==> config.mk <==
export PLATFORM = sky130hd
export DESIGN_NAME = sq_pg_mux
export DESIGN_NICKNAME = d
export VERILOG_FILES = /design/src/rtl/sq_pg_mux.sv
export SDC_FILE = /design/constraint.sdc
export NUM_CORES = 1
export LEC_CHECK = 0
export ABC_AREA = 0
export BUFFER_PORTS_ARGS = -buffer_cell sky130_fd_sc_hd__buf_2
export CAP_MARGIN = 0
export CORE_MARGIN = 8
export CORE_UTILIZATION = 35
export DETAILED_ROUTE_END_ITERATION = 6
export GPL_ROUTABILITY_DRIVEN = 0
export PLACE_DENSITY = 0.52
export SLEW_MARGIN = 25
export SYNTH_ARGS = -nofsm -noshare
export SYNTH_HDL_FRONTEND = slang
export SYNTH_SLANG_ARGS = --single-unit
==> constraint.sdc <==
create_clock -name clk -period 17.84 [get_ports clk]
set_input_delay 1.784 -clock clk [delete_from_list [all_inputs] [get_ports clk]]
set_output_delay 1.784 -clock clk [all_outputs]
set_load 0.03 [all_outputs]
==> src/rtl/sq_pg_mux.sv <==
// sq_pg_mux: time-multiplexed phase generator.
// A single adder serves CHANNELS phase accumulators. The channels are visited
// round-robin, one per clock while run is high. Each channel has its own
// frequency configuration, a key-on phase reset and a wrap flag. The result
// for a visited channel appears one cycle after its visit.
module sq_pg_mux #(
  parameter  int CHANNELS = 4,
  parameter  int ACC_W    = 20,
  parameter  int PHASE_W  = 10,
  localparam int CH_W     = $clog2(CHANNELS)
) (
  input  logic                clk,
  input  logic                reset_n,
  input  logic                run,
  input  logic                cfg_we,
  input  logic [CH_W-1:0]     cfg_ch,
  input  logic [10:0]         cfg_fnumber,
  input  logic [2:0]          cfg_block,
  input  logic [3:0]          cfg_multiple,
  input  logic [CHANNELS-1:0] key_on,
  output logic [PHASE_W-1:0]  phase,
  output logic [CH_W-1:0]     phase_ch,
  output logic                phase_valid,
  output logic                wrap
);

  localparam int INC_W = 22;

  // Phase increment: fnumber shifted by the octave, then scaled by the
  // multiple. A multiple of 0 stands for one half.
  function automatic logic [INC_W-1:0] calc_inc(input logic [10:0] fnum,
                                                input logic [2:0]  blk,
                                                input logic [3:0]  mult);
    logic [17:0] fmult;
    fmult = 18'(fnum) << blk;
    if (mult == 4'd0) return INC_W'(fmult >> 1);
    else              return INC_W'(fmult) * INC_W'(mult);
  endfunction

  // Modulo accumulate. Only the low ACC_W bits of the increment take part,
  // so the MSB of the result is the carry out of the accumulator.
  function automatic logic [ACC_W:0] add_wrap(input logic [ACC_W-1:0] acc,
                                              input logic [INC_W-1:0] inc);
    return {1'b0, acc} + {1'b0, ACC_W'(inc)};
  endfunction

  // Per-channel state.
  logic [ACC_W-1:0]    acc_q  [CHANNELS];
  logic [10:0]         fnum_q [CHANNELS];
  logic [2:0]          blk_q  [CHANNELS];
  logic [3:0]          mult_q [CHANNELS];
  logic [CHANNELS-1:0] key_q;

  // Slot counter: the channel being visited on the coming edge.
  logic [CH_W-1:0]     slot_p0;
  logic [CH_W-1:0]     slot_nxt_p0;

  // Stage p0: combinational evaluation of the visited channel.
  logic [INC_W-1:0]    inc_p0;
  logic [ACC_W:0]      sum_p0;
  logic                key_rise_p0;
  logic [ACC_W-1:0]    acc_nxt_p0;
  logic                wrap_nxt_p0;
  logic                cfg_ok_p0;

  // Select the visited channel's config and accumulator, form the next value.
  always_comb begin
    inc_p0      = calc_inc(fnum_q[slot_p0], blk_q[slot_p0], mult_q[slot_p0]);
    sum_p0      = add_wrap(acc_q[slot_p0], inc_p0);
    key_rise_p0 = key_on[slot_p0] & ~key_q[slot_p0];
    acc_nxt_p0  = key_rise_p0 ? '0 : sum_p0[ACC_W-1:0];
    wrap_nxt_p0 = key_rise_p0 ? 1'b0 : sum_p0[ACC_W];
    slot_nxt_p0 = (slot_p0 == CH_W'(CHANNELS - 1)) ? '0 : slot_p0 + CH_W'(1);
    cfg_ok_p0   = ({1'b0, cfg_ch} < (CH_W + 1)'(CHANNELS));
  end

  // Stage p0 -> p1: slot advance, key-state sampling and registered outputs.
  always_ff @(posedge clk or negedge reset_n) begin
    if (!reset_n) begin
      slot_p0     <= '0;
      key_q       <= '0;
      phase       <= '0;
      phase_ch    <= '0;
      phase_valid <= 1'b0;
      wrap        <= 1'b0;
    end else if (run) begin
      slot_p0          <= slot_nxt_p0;
      key_q[slot_p0]   <= key_on[slot_p0];
      phase            <= acc_nxt_p0[ACC_W-1 -: PHASE_W];
      phase_ch         <= slot_p0;
      phase_valid      <= 1'b1;
      wrap             <= wrap_nxt_p0;
    end else begin
      phase_valid <= 1'b0;
    end
  end

  // Accumulator write-back for the visited channel only.
  always_ff @(posedge clk or negedge reset_n) begin
    if (!reset_n) begin
      for (int i = 0; i < CHANNELS; i++) acc_q[i] <= '0;
    end else if (run) begin
      acc_q[slot_p0] <= acc_nxt_p0;
    end
  end

  // Config registers. A write on the same edge as a visit of that channel is
  // seen from the following visit; out-of-range channel numbers are dropped.
  always_ff @(posedge clk or negedge reset_n) begin
    if (!reset_n) begin
      for (int i = 0; i < CHANNELS; i++) begin
        fnum_q[i] <= '0;
        blk_q[i]  <= '0;
        mult_q[i] <= '0;
      end
    end else if (cfg_we && cfg_ok_p0) begin
      fnum_q[cfg_ch] <= cfg_fnumber;
      blk_q[cfg_ch]  <= cfg_block;
      mult_q[cfg_ch] <= cfg_multiple;
    end
  end

endmodule

Yosys cells after proc, flatten, opt, wreduce, memory -nomap -nowiden

Index checks and enable logic that the tools add are counted.

Register bits after elaboration: 172
Bits in latches: 0
RAM bits: 0
ROM bits: 0
Input port bits: 28
Output and inout bits: 14
Logic and storage cells: 77
Memories: 0

$add $sub $neg: 2
$mul: 1
Div/mod/pow operators: 0
$lt $le $gt $ge: 6
Equal/unequal tests: 1
Shifts and indexed selects: 1
Multiplexer cells: 36
Bitwise gates (word level): 4
Reduce and logical (&&, ||, !) cells: 4

Operator list:

| kind                                                                 | count |
|---|---|
| 20-bit two-way mux                                                   | 5 |
| 80-bit bitwise mux                                                   | 1 |
| 44-bit bitwise mux                                                   | 1 |
| 20-bit binary-select mux with 2-bit select                           | 1 |
| 20-bit demux with 2-bit select                                       | 1 |
| 11-bit two-way mux                                                   | 3 |
| 11-bit binary-select mux with 2-bit select                           | 1 |
| 11-bit demux with 2-bit select                                       | 1 |
| 20-bit by 20-bit adder with 21-bit output                            | 1 |
| 18-bit by 4-bit multiplier with 20-bit output                        | 1 |
| 11-bit by 3-bit << shifter with 18-bit output                        | 1 |
| 16-bit bitwise mux                                                   | 1 |
| 12-bit bitwise mux                                                   | 1 |
| 4-bit two-way mux                                                    | 3 |
| 3-bit two-way mux                                                    | 3 |
| 4-bit binary-select mux with 2-bit select                            | 1 |
| 4-bit demux with 2-bit select                                        | 1 |
| 3-bit binary-select mux with 2-bit select                            | 1 |
| 3-bit demux with 2-bit select                                        | 1 |
| 3-bit >= comparator, second input constant                           | 2 |
| 3-bit by 1-bit < comparator with 1-bit output, second input constant | 2 |
| 2-bit inverter with 3-bit output                                     | 2 |
| 1-bit two-way mux                                                    | 5 |
| 1-bit binary-select mux with 2-bit select                            | 2 |
| other kinds (11)                                                     | 13 |

Longest topological paths before layout

Gate-level depths: netlist of run 1.

Depth after elaboration: 10
Gate-level depth with buffers: 29
Mapped depth without buffers: 26

Least setup slack after synthesis of run 1

No wires, ideal clock.

Kind: register -> register
Start: register slot_p0[0]
End: register acc_q[36] (netlist bit)
Library setup time: 0.083 ns
Data arrival time: 6.389 ns
Data required time: 17.757 ns
Slack: 11.368 ns
Cell stages (with the launch flop): 26
Cells stage by stage: dfrtp_1 > buf_2 > mux4_2 > buf_2 > buf_1 > or3_1 > or2_1 > fa_1 > fa_1 > inv_1 > fa_1 > a21o_1 > a21oi_1 > o21ai_0 > a21o_1 > a21oi_1 > xor2_1 > mux2i_1 > ha_1 > a21o_1 > a21o_1 > a21o_1 > o41ai_1 > xnor2_1 > nand2_1 > o21ai_0

Word-level cells in the longest chain between the ends: 10

Ends and longest elaborated chain:

| what                                                                                                    | RTL line    | RTL |
|---|---|---|
| start, declared                                                                                         | 55          | `logic [CH_W-1:0] slot_p0;` |
| start signal, assigned                                                                                  | 87          | `slot_p0 <= slot_nxt_p0;` |
| 2-bit inverter with 3-bit output (not written as such)                                                  | 68, 69, 103 |  |
| 11-bit binary-select mux with 2-bit select or 3-bit binary-select mux with 2-bit select (tied branches) | 68          | `inc_p0 = calc_inc(fnum_q[slot_p0], blk_q[slot_p0], mult_q[slot_p0]);` |
| 11-bit two-way mux (not written as such) or 3-bit two-way mux (tied branches) (2 in a row)              | 68          |  |
| 11-bit by 3-bit << shifter with 18-bit output                                                           | 35          | `fmult = 18'(fnum) << blk;` |
| 18-bit by 4-bit multiplier with 20-bit output                                                           | 37          | `else return INC_W'(fmult) * INC_W'(mult);` |
| 20-bit two-way mux                                                                                      | 36          | `if (mult == 4'd0) return INC_W'(fmult >> 1);` |
| 20-bit by 20-bit adder with 21-bit output                                                               | 44          | `return {1'b0, acc} + {1'b0, ACC_W'(inc)};` |
| 20-bit two-way mux                                                                                      | 71          | `acc_nxt_p0 = key_rise_p0 ? '0 : sum_p0[ACC_W-1:0];` |
| 80-bit bitwise mux *                                                                                    | 103         | `acc_q[slot_p0] <= acc_nxt_p0;` |
| end signal, assigned by index                                                                           | 103         |  |
| end, declared                                                                                           | 48          | `logic [ACC_W-1:0] acc_q [CHANNELS];` |

Mark *: on every way between the ends. The rest lies on a longest branch, timed or not. The select of a mux whose other input is x is not followed.
A chain may end at the register's enable or synchronous reset.

Worst setup path in the final report of run 1

Start: register slot_p0[0]
End: register acc_q[56] (netlist bit)

Same word-level chain as after synthesis.

==> reports/metrics.csv, run 1 <==
metric,value,unit
Required @ worst endpoint,18.20,ns
# rows,65,
Worst-Skew Late Latency,0.44,ns
Vias,7731,
syn nets,1143,
Area after DPL,11600,um^2
first-pass GRT wire length,45300,um
Post-DRT Antenna Nets,0,
Synth Register Bits,172,
Post-synth top cells,"172 x dfrtp_1, 122 x nand2_1, 92 x mux2_2",
layout cells sized above 1,21.6,%
Die Y,194,um
clock sinks,172,
fin cells,1471,
Max Freq,127,MHz
synthesized area,11000,um^2
Setup TNS,0,ns
DR DRC count,0,
Clk Tree Root Cell,clkbuf_16,
first-pass iteration count of the detailed router,5,
number of global-route vias before repair,8165,
critical path capture point type,register,
CTS Buf Count,17,
max_cap viols,0,
Layout area overhead,10.8,%
"Hold-fix buffers, CTS",0,
critical path class,register to register,
Slew Limit Fails,0,
dpl ws,9.96,ns
outcome,"complete, no violations",
Hold Fails Final Rpt,0,
Synth Warn #,0,
"top cells by area, synth","dfrtp_1 39%, mux2_2 9.4%, mux4_2 7.5%",
clk buf depth,2,
detailed placement HPWL,19500,um
final instance area,12200,um^2
Layout Nets,1162,
min cycle time layout,7.85,ns
Avg Inst Size Synth,10.7,um^2
initial antenna violation count,0,
most frequent cell after synthesis,dfrtp_1,
CTS tree,built,
setup violators final,0,
post-cts resize count,0,
post-DR vias/cell,5.26,
number of synthesized flops with an enable pin,0,
final cycle utilization of the critical path,44.0,%
Fill cells,3013,
asr flop ratio synth,100,%
post-route setup slack,9.99,ns
final WL,27400,um
Synth area leader,dfrtp_1,
starting density of the core,35.3,%
cell count after synthesis,1037,
Worst Hold Class,register to register,
Worst-path clk slew,0.07,ns
Core ar.,31300,um^2
GRT Residual Overflow,0,
IO Count,42,
setup bufs post-CTS,0,
drt wl/cell,18.7,um
"Top FF cell, synth",dfrtp_1,
RSZ-0062 raised after global routing,no,
gr usage total,15.0,%
headroom to the max-slew limit,34.8,%
crit-path max FO,31,
Synth cell types,68,
# diodes,0,
Synth top area share,39.0,%
CTS HTree Levels,4,
crit path launch type,register,
clock skew,0.0122,ns
CP arrival,8.21,ns
sequential fraction of the synthesis area,39.0,%
Die Wd,194,um
Initial DRC Count,378,
DIE AREA,37500,um^2
largest net degree at the start of global routing,110,
Worst-Margin Slew,0.978,ns
Cells after DPL,1438,
IO Port Bufs,41,
==> cell usage in the layout (no fill, tap or decap), types with 3 or more instances in the layout <==
| cell | netlist | layout |
|---|---|---|
| buf_4 | 2 | 11 |
| ha_1 | 45 | 45 |
| or3_1 | 4 | 4 |
| o21ai_1 | 13 | 13 |
| fa_1 | 33 | 33 |
| dfrtp_1 | 172 | 170 |
| o31ai_1 | 40 | 40 |
| xnor2_1 | 18 | 18 |
| nor2b_1 | 5 | 4 |
| nor3_1 | 14 | 14 |
| xor2_1 | 14 | 14 |
| and3_1 | 3 | 3 |
| inv_6 | 0 | 7 |
| buf_2 | 7 | 40 |
| mux2_2 | 92 | 92 |
| inv_2 | 3 | 3 |
| o31a_1 | 6 | 6 |
| a41o_1 | 5 | 5 |
| inv_1 | 63 | 63 |
| and2_1 | 8 | 8 |
| mux2i_1 | 29 | 29 |
| nand2_1 | 122 | 122 |
| a21o_1 | 18 | 18 |
| or2_2 | 3 | 3 |
| o21a_1 | 6 | 6 |
| clkinvlp_4 | 0 | 4 |
| a31oi_1 | 3 | 3 |
| nand4_1 | 7 | 7 |
| or2_1 | 4 | 4 |
| a21oi_1 | 29 | 29 |
| nand2b_1 | 17 | 17 |
| nor2_1 | 69 | 69 |
| nand3_1 | 10 | 9 |
| clkbuf_16 | 0 | 17 |
| o21ai_0 | 42 | 42 |
| a22oi_1 | 5 | 5 |
| mux4_2 | 37 | 37 |
| a211oi_1 | 7 | 7 |
==> final cells by class <==
cell class                 count  area [um^2]  area share, %
multi-input combinational    745         6280           51.3
tap                          402          503           4.11
clock inverter                14          149           1.22
clock buffer                  18          429           3.51
sequential                   172         4310           35.2
timing repair buffer          54          323           2.64
inverter                      66          248           2.02
==> critical path, stage by stage, from the launching register on <==
cell,delay (ns)
dfrtp_2,0.65
buf_4,0.61
mux4_2,0.82
or3_1,0.48
or2_1,0.26
fa_1,0.51
fa_1,0.56
inv_1,0.08
fa_1,0.46
a21o_1,0.18
a21oi_1,0.26
o21ai_0,0.20
a21o_1,0.21
a21oi_1,0.16
xor2_1,0.16
mux2i_1,0.13
ha_1,0.29
a21o_1,0.19
a21o_1,0.17
a21o_1,0.19
o41ai_1,0.61
xnor2_1,0.22
nand2_1,0.15
o21ai_0,0.22
==> cell families (layout without fill, tap and decap cells) <==
kind of cell    Yosys count  count (layout)  share of synthesized area [%]
compound gates          196             196                           11.9
simple gates            281             281                           11.7
flops                   172             172                           39.0
mux                     158             158                           19.6
xor+xnor                 32              32                           2.54
fa+ha+maj                78              78                           11.1
buf+inv                 120             152                           4.29
==> flip-flops by register name (all words and copies together) (netlist names), 2 cells and up <==
| register | count |
|---|---|
| acc_q | 80 |
| key_q | 4 |
| blk_q | 12 |
| slot_p0 | 2 |
| fnum_q | 44 |
| phase | 10 |
| mult_q | 16 |
| phase_ch | 2 |
==> final timing paths <==
kind | from | endpoint | slack [ns] | cells after the start
max | slot_p0[0]$_DFFE_PN0P_ | acc_q[56]$_DFFE_PN0P_ | 9.99 | 23
min | acc_q[12]$_DFFE_PN0P_ | acc_q[12]$_DFFE_PN0P_ | 0.48 | 2
max reg2reg | slot_p0[0]$_DFFE_PN0P_ | acc_q[56]$_DFFE_PN0P_ | 9.99 | 23
min reg2reg | acc_q[12]$_DFFE_PN0P_ | acc_q[12]$_DFFE_PN0P_ | 0.48 | 2
max in group asynchronous | reset_n | acc_q[68]$_DFFE_PN0P_ | 15.00 | 2
min in group asynchronous | reset_n | mult_q[10]$_DFFE_PN0P_ | 1.45 | 1
==> per-layer routing <==
layer | GRT usage, % | part of all wire [%] | vias up
met2 | 25.2 | 48 | 108
li1 | - | - | 3727
met4 | 5.10 | 2.0 | 0
met3 | 1.86 | 2.0 | 30
met1 | 19.9 | 48 | 3866
met5 | 0 | 0 | -
==> through the flow <==
stage	hold slack (ns)	util, %
floorplan	0.443	-
CTS	0.478	39.0
detailed placement	0.462	37.2
global placement	0.458	37.1
global route	0.495	39.1
finish	0.476	39.1
Power of run 1 is not shown: default switching activity piles up to over one toggle a cycle in this logic, so the estimate is an artifact.
==> inputs of run 2 (changes only) <==
Clock period 17.84 ns to 7.6 ns, I/O delays scaled along.
==> reports/metrics.csv, run 2 (synthesis results as in run 1) <==
metric,value,unit,change
clk buf depth,2,,unchanged
"Critical Path, Cell by Cell",buf_4 -> mux4_2 -> or3_1 -> or2_1 -> fa_1 -> fa_1 -> inv_1 -> ha_1 -> a211oi_1 -> o21ai_0 -> a31o_2 -> a21boi_0 -> xnor2_1 -> nor2_1 -> a21oi_1 -> ha_1 -> a21o_1 -> a21o_1 -> a21o_1 -> o31ai_1 -> or3b_1 -> o21ai_0,,
CP most frequent cell,a21o_1,,
Vias,7814,,+1.1%
clock sinks,172,,unchanged
dpl ws,0.494,ns,-9.47 ns
Max Freq,142,MHz,+11%
first-pass iteration count of the detailed router,5,,unchanged
"Hold-fix buffers, CTS",0,,unchanged
outcome,"complete, no violations",,
DR DRC count,0,,unchanged
CTS HTree Levels,4,,unchanged
clock skew,0.0109,ns,-0.00130 ns
# diodes,0,,unchanged
min cycle time layout,7.04,ns,-0.809 ns
Worst Hold Class,input port to async pin,,
drt wl/cell,18.3,um,-1.8%
layout cells sized above 1,23.4,%,+1.8 points
Top Registers,"acc_q (80), fnum_q (44), mult_q (16)",,
IO Port Bufs,41,,unchanged
post-layout util,39.7,%,+0.57 points
Worst-Skew Late Latency,0.44,ns,about the same
crit-path max FO,15,,-52%
Slew Limit Fails,0,,unchanged
final WL,27300,um,-0.51%
crit-path max cell delay,0.68,ns,-0.14 ns
setup bufs post-CTS,0,,unchanged
Buf/Inv on CP,2,,unchanged
IO Count,42,,unchanged
CTS tree,built,,
RSZ-0062 raised after global routing,no,,
Initial DRC Count,513,,+36%
Clk Tree Root Cell,clkbuf_16,,
Core ar.,31300,um^2,unchanged
largest reg by FF count,acc_q,,
DIE AREA,37500,um^2,unchanged
gr usage total,15.2,%,+0.15 points
initial antenna violation count,0,,unchanged
setup violators final,0,,unchanged
critical path capture point type,register,,
number of global-route vias before repair,8327,,+2.0%
final cycle utilization of the critical path,92.7,%,+49 points
crit path launch type,register,,
max FFs per register,80,,unchanged
Die Y,194,um,unchanged
Post-DRT Antenna Nets,0,,unchanged
critical path class,register to register,,
Worst-Margin Slew,0.843,ns,-0.135 ns
Hold Fails Final Rpt,0,,unchanged
CP top delay family,compound AO/OA/AOI/OAI gates,,
max_cap viols,0,,unchanged
Crit-path slowest cell,mux4_2,,
Layout Nets,1182,,+1.7%
Worst-path clk slew,0.07,ns,about the same
post-DR vias/cell,5.24,,-0.28%
Setup TNS,0,ns,unchanged
"commonest non-fill, non-tap cell in the layout",dfrtp_1,,
CP arrival,7.39,ns,-0.82 ns
first-pass GRT wire length,46000,um,+1.5%
largest net degree at the start of global routing,94,,-15%
headroom to the max-slew limit,43.8,%,+9.0 points
Required @ worst endpoint,7.95,ns,-10.25 ns
post-cts resize count,0,,unchanged
Layout area overhead,12.5,%,
starting density of the core,35.3,%,unchanged
post-route setup slack,0.558,ns,-9.43 ns
GRT Residual Overflow,0,,unchanged
most frequent cells in the layout,"170 x dfrtp_1, 122 x nand2_1, 92 x mux2_2, 69 x nor2_1, 63 x inv_1",,
# rows,65,,unchanged
Die Wd,194,um,unchanged
CTS Buf Count,17,,unchanged
detailed placement HPWL,19800,um,+1.1%
[run 2: final timing paths]
| path | from | to | slack [ns] | cells past startpoint |
|---|---|---|---|---|
| min in group clk | acc_q[57]$_DFFE_PN0P_ | acc_q[57]$_DFFE_PN0P_ | 0.47 | 2 |
| setup reg to reg | slot_p0[0]$_DFFE_PN0P_ | acc_q[34]$_DFFE_PN0P_ | 0.56 | 22 |
| setup / recovery | slot_p0[0]$_DFFE_PN0P_ | acc_q[34]$_DFFE_PN0P_ | 0.56 | 22 |
| hold / removal | reset_n | acc_q[21]$_DFFE_PN0P_ | 0.41 | 1 |
| max in group asynchronous | reset_n | acc_q[10]$_DFFE_PN0P_ | 5.97 | 3 |
| hold reg to reg | acc_q[57]$_DFFE_PN0P_ | acc_q[57]$_DFFE_PN0P_ | 0.47 | 2 |
[run 2: stage by stage]
stage                     instance area (um^2)  hold WS [ns]  instances
final                                    12400         0.405       1491
after global routing                     12400         0.486       1491
after CTS                                12400         0.446       1491
after detailed placement                 11800         0.462       1459
after global placement                   11800         0.456       1456
after floorplan                          11000         0.443       1037
[run 2: routing by layer]
layer  global-route usage [%]  routed length (um)  part of all wire, %  vias up
met1                     20.9               13300                   49     3930
li1                         -                   -                    -     3760
met3                     1.96                 693                  2.5       20
met4                     3.96                 351                  1.3        0
met2                     25.0               12900                   47      104
met5                        0                   0                    0        -
[run 2: area by class of cell]
type | count | area [um^2]
Multi-Input combinational cell | 745 | 6310
Sequential cell | 172 | 4310
Tap cell | 402 | 503
Clock inverter | 14 | 138
Timing Repair Buffer | 74 | 490
Clock buffer | 18 | 429
Fill cell | 3028 | 18900
Inverter | 66 | 248
Power of run 2 is left out for the same reason.
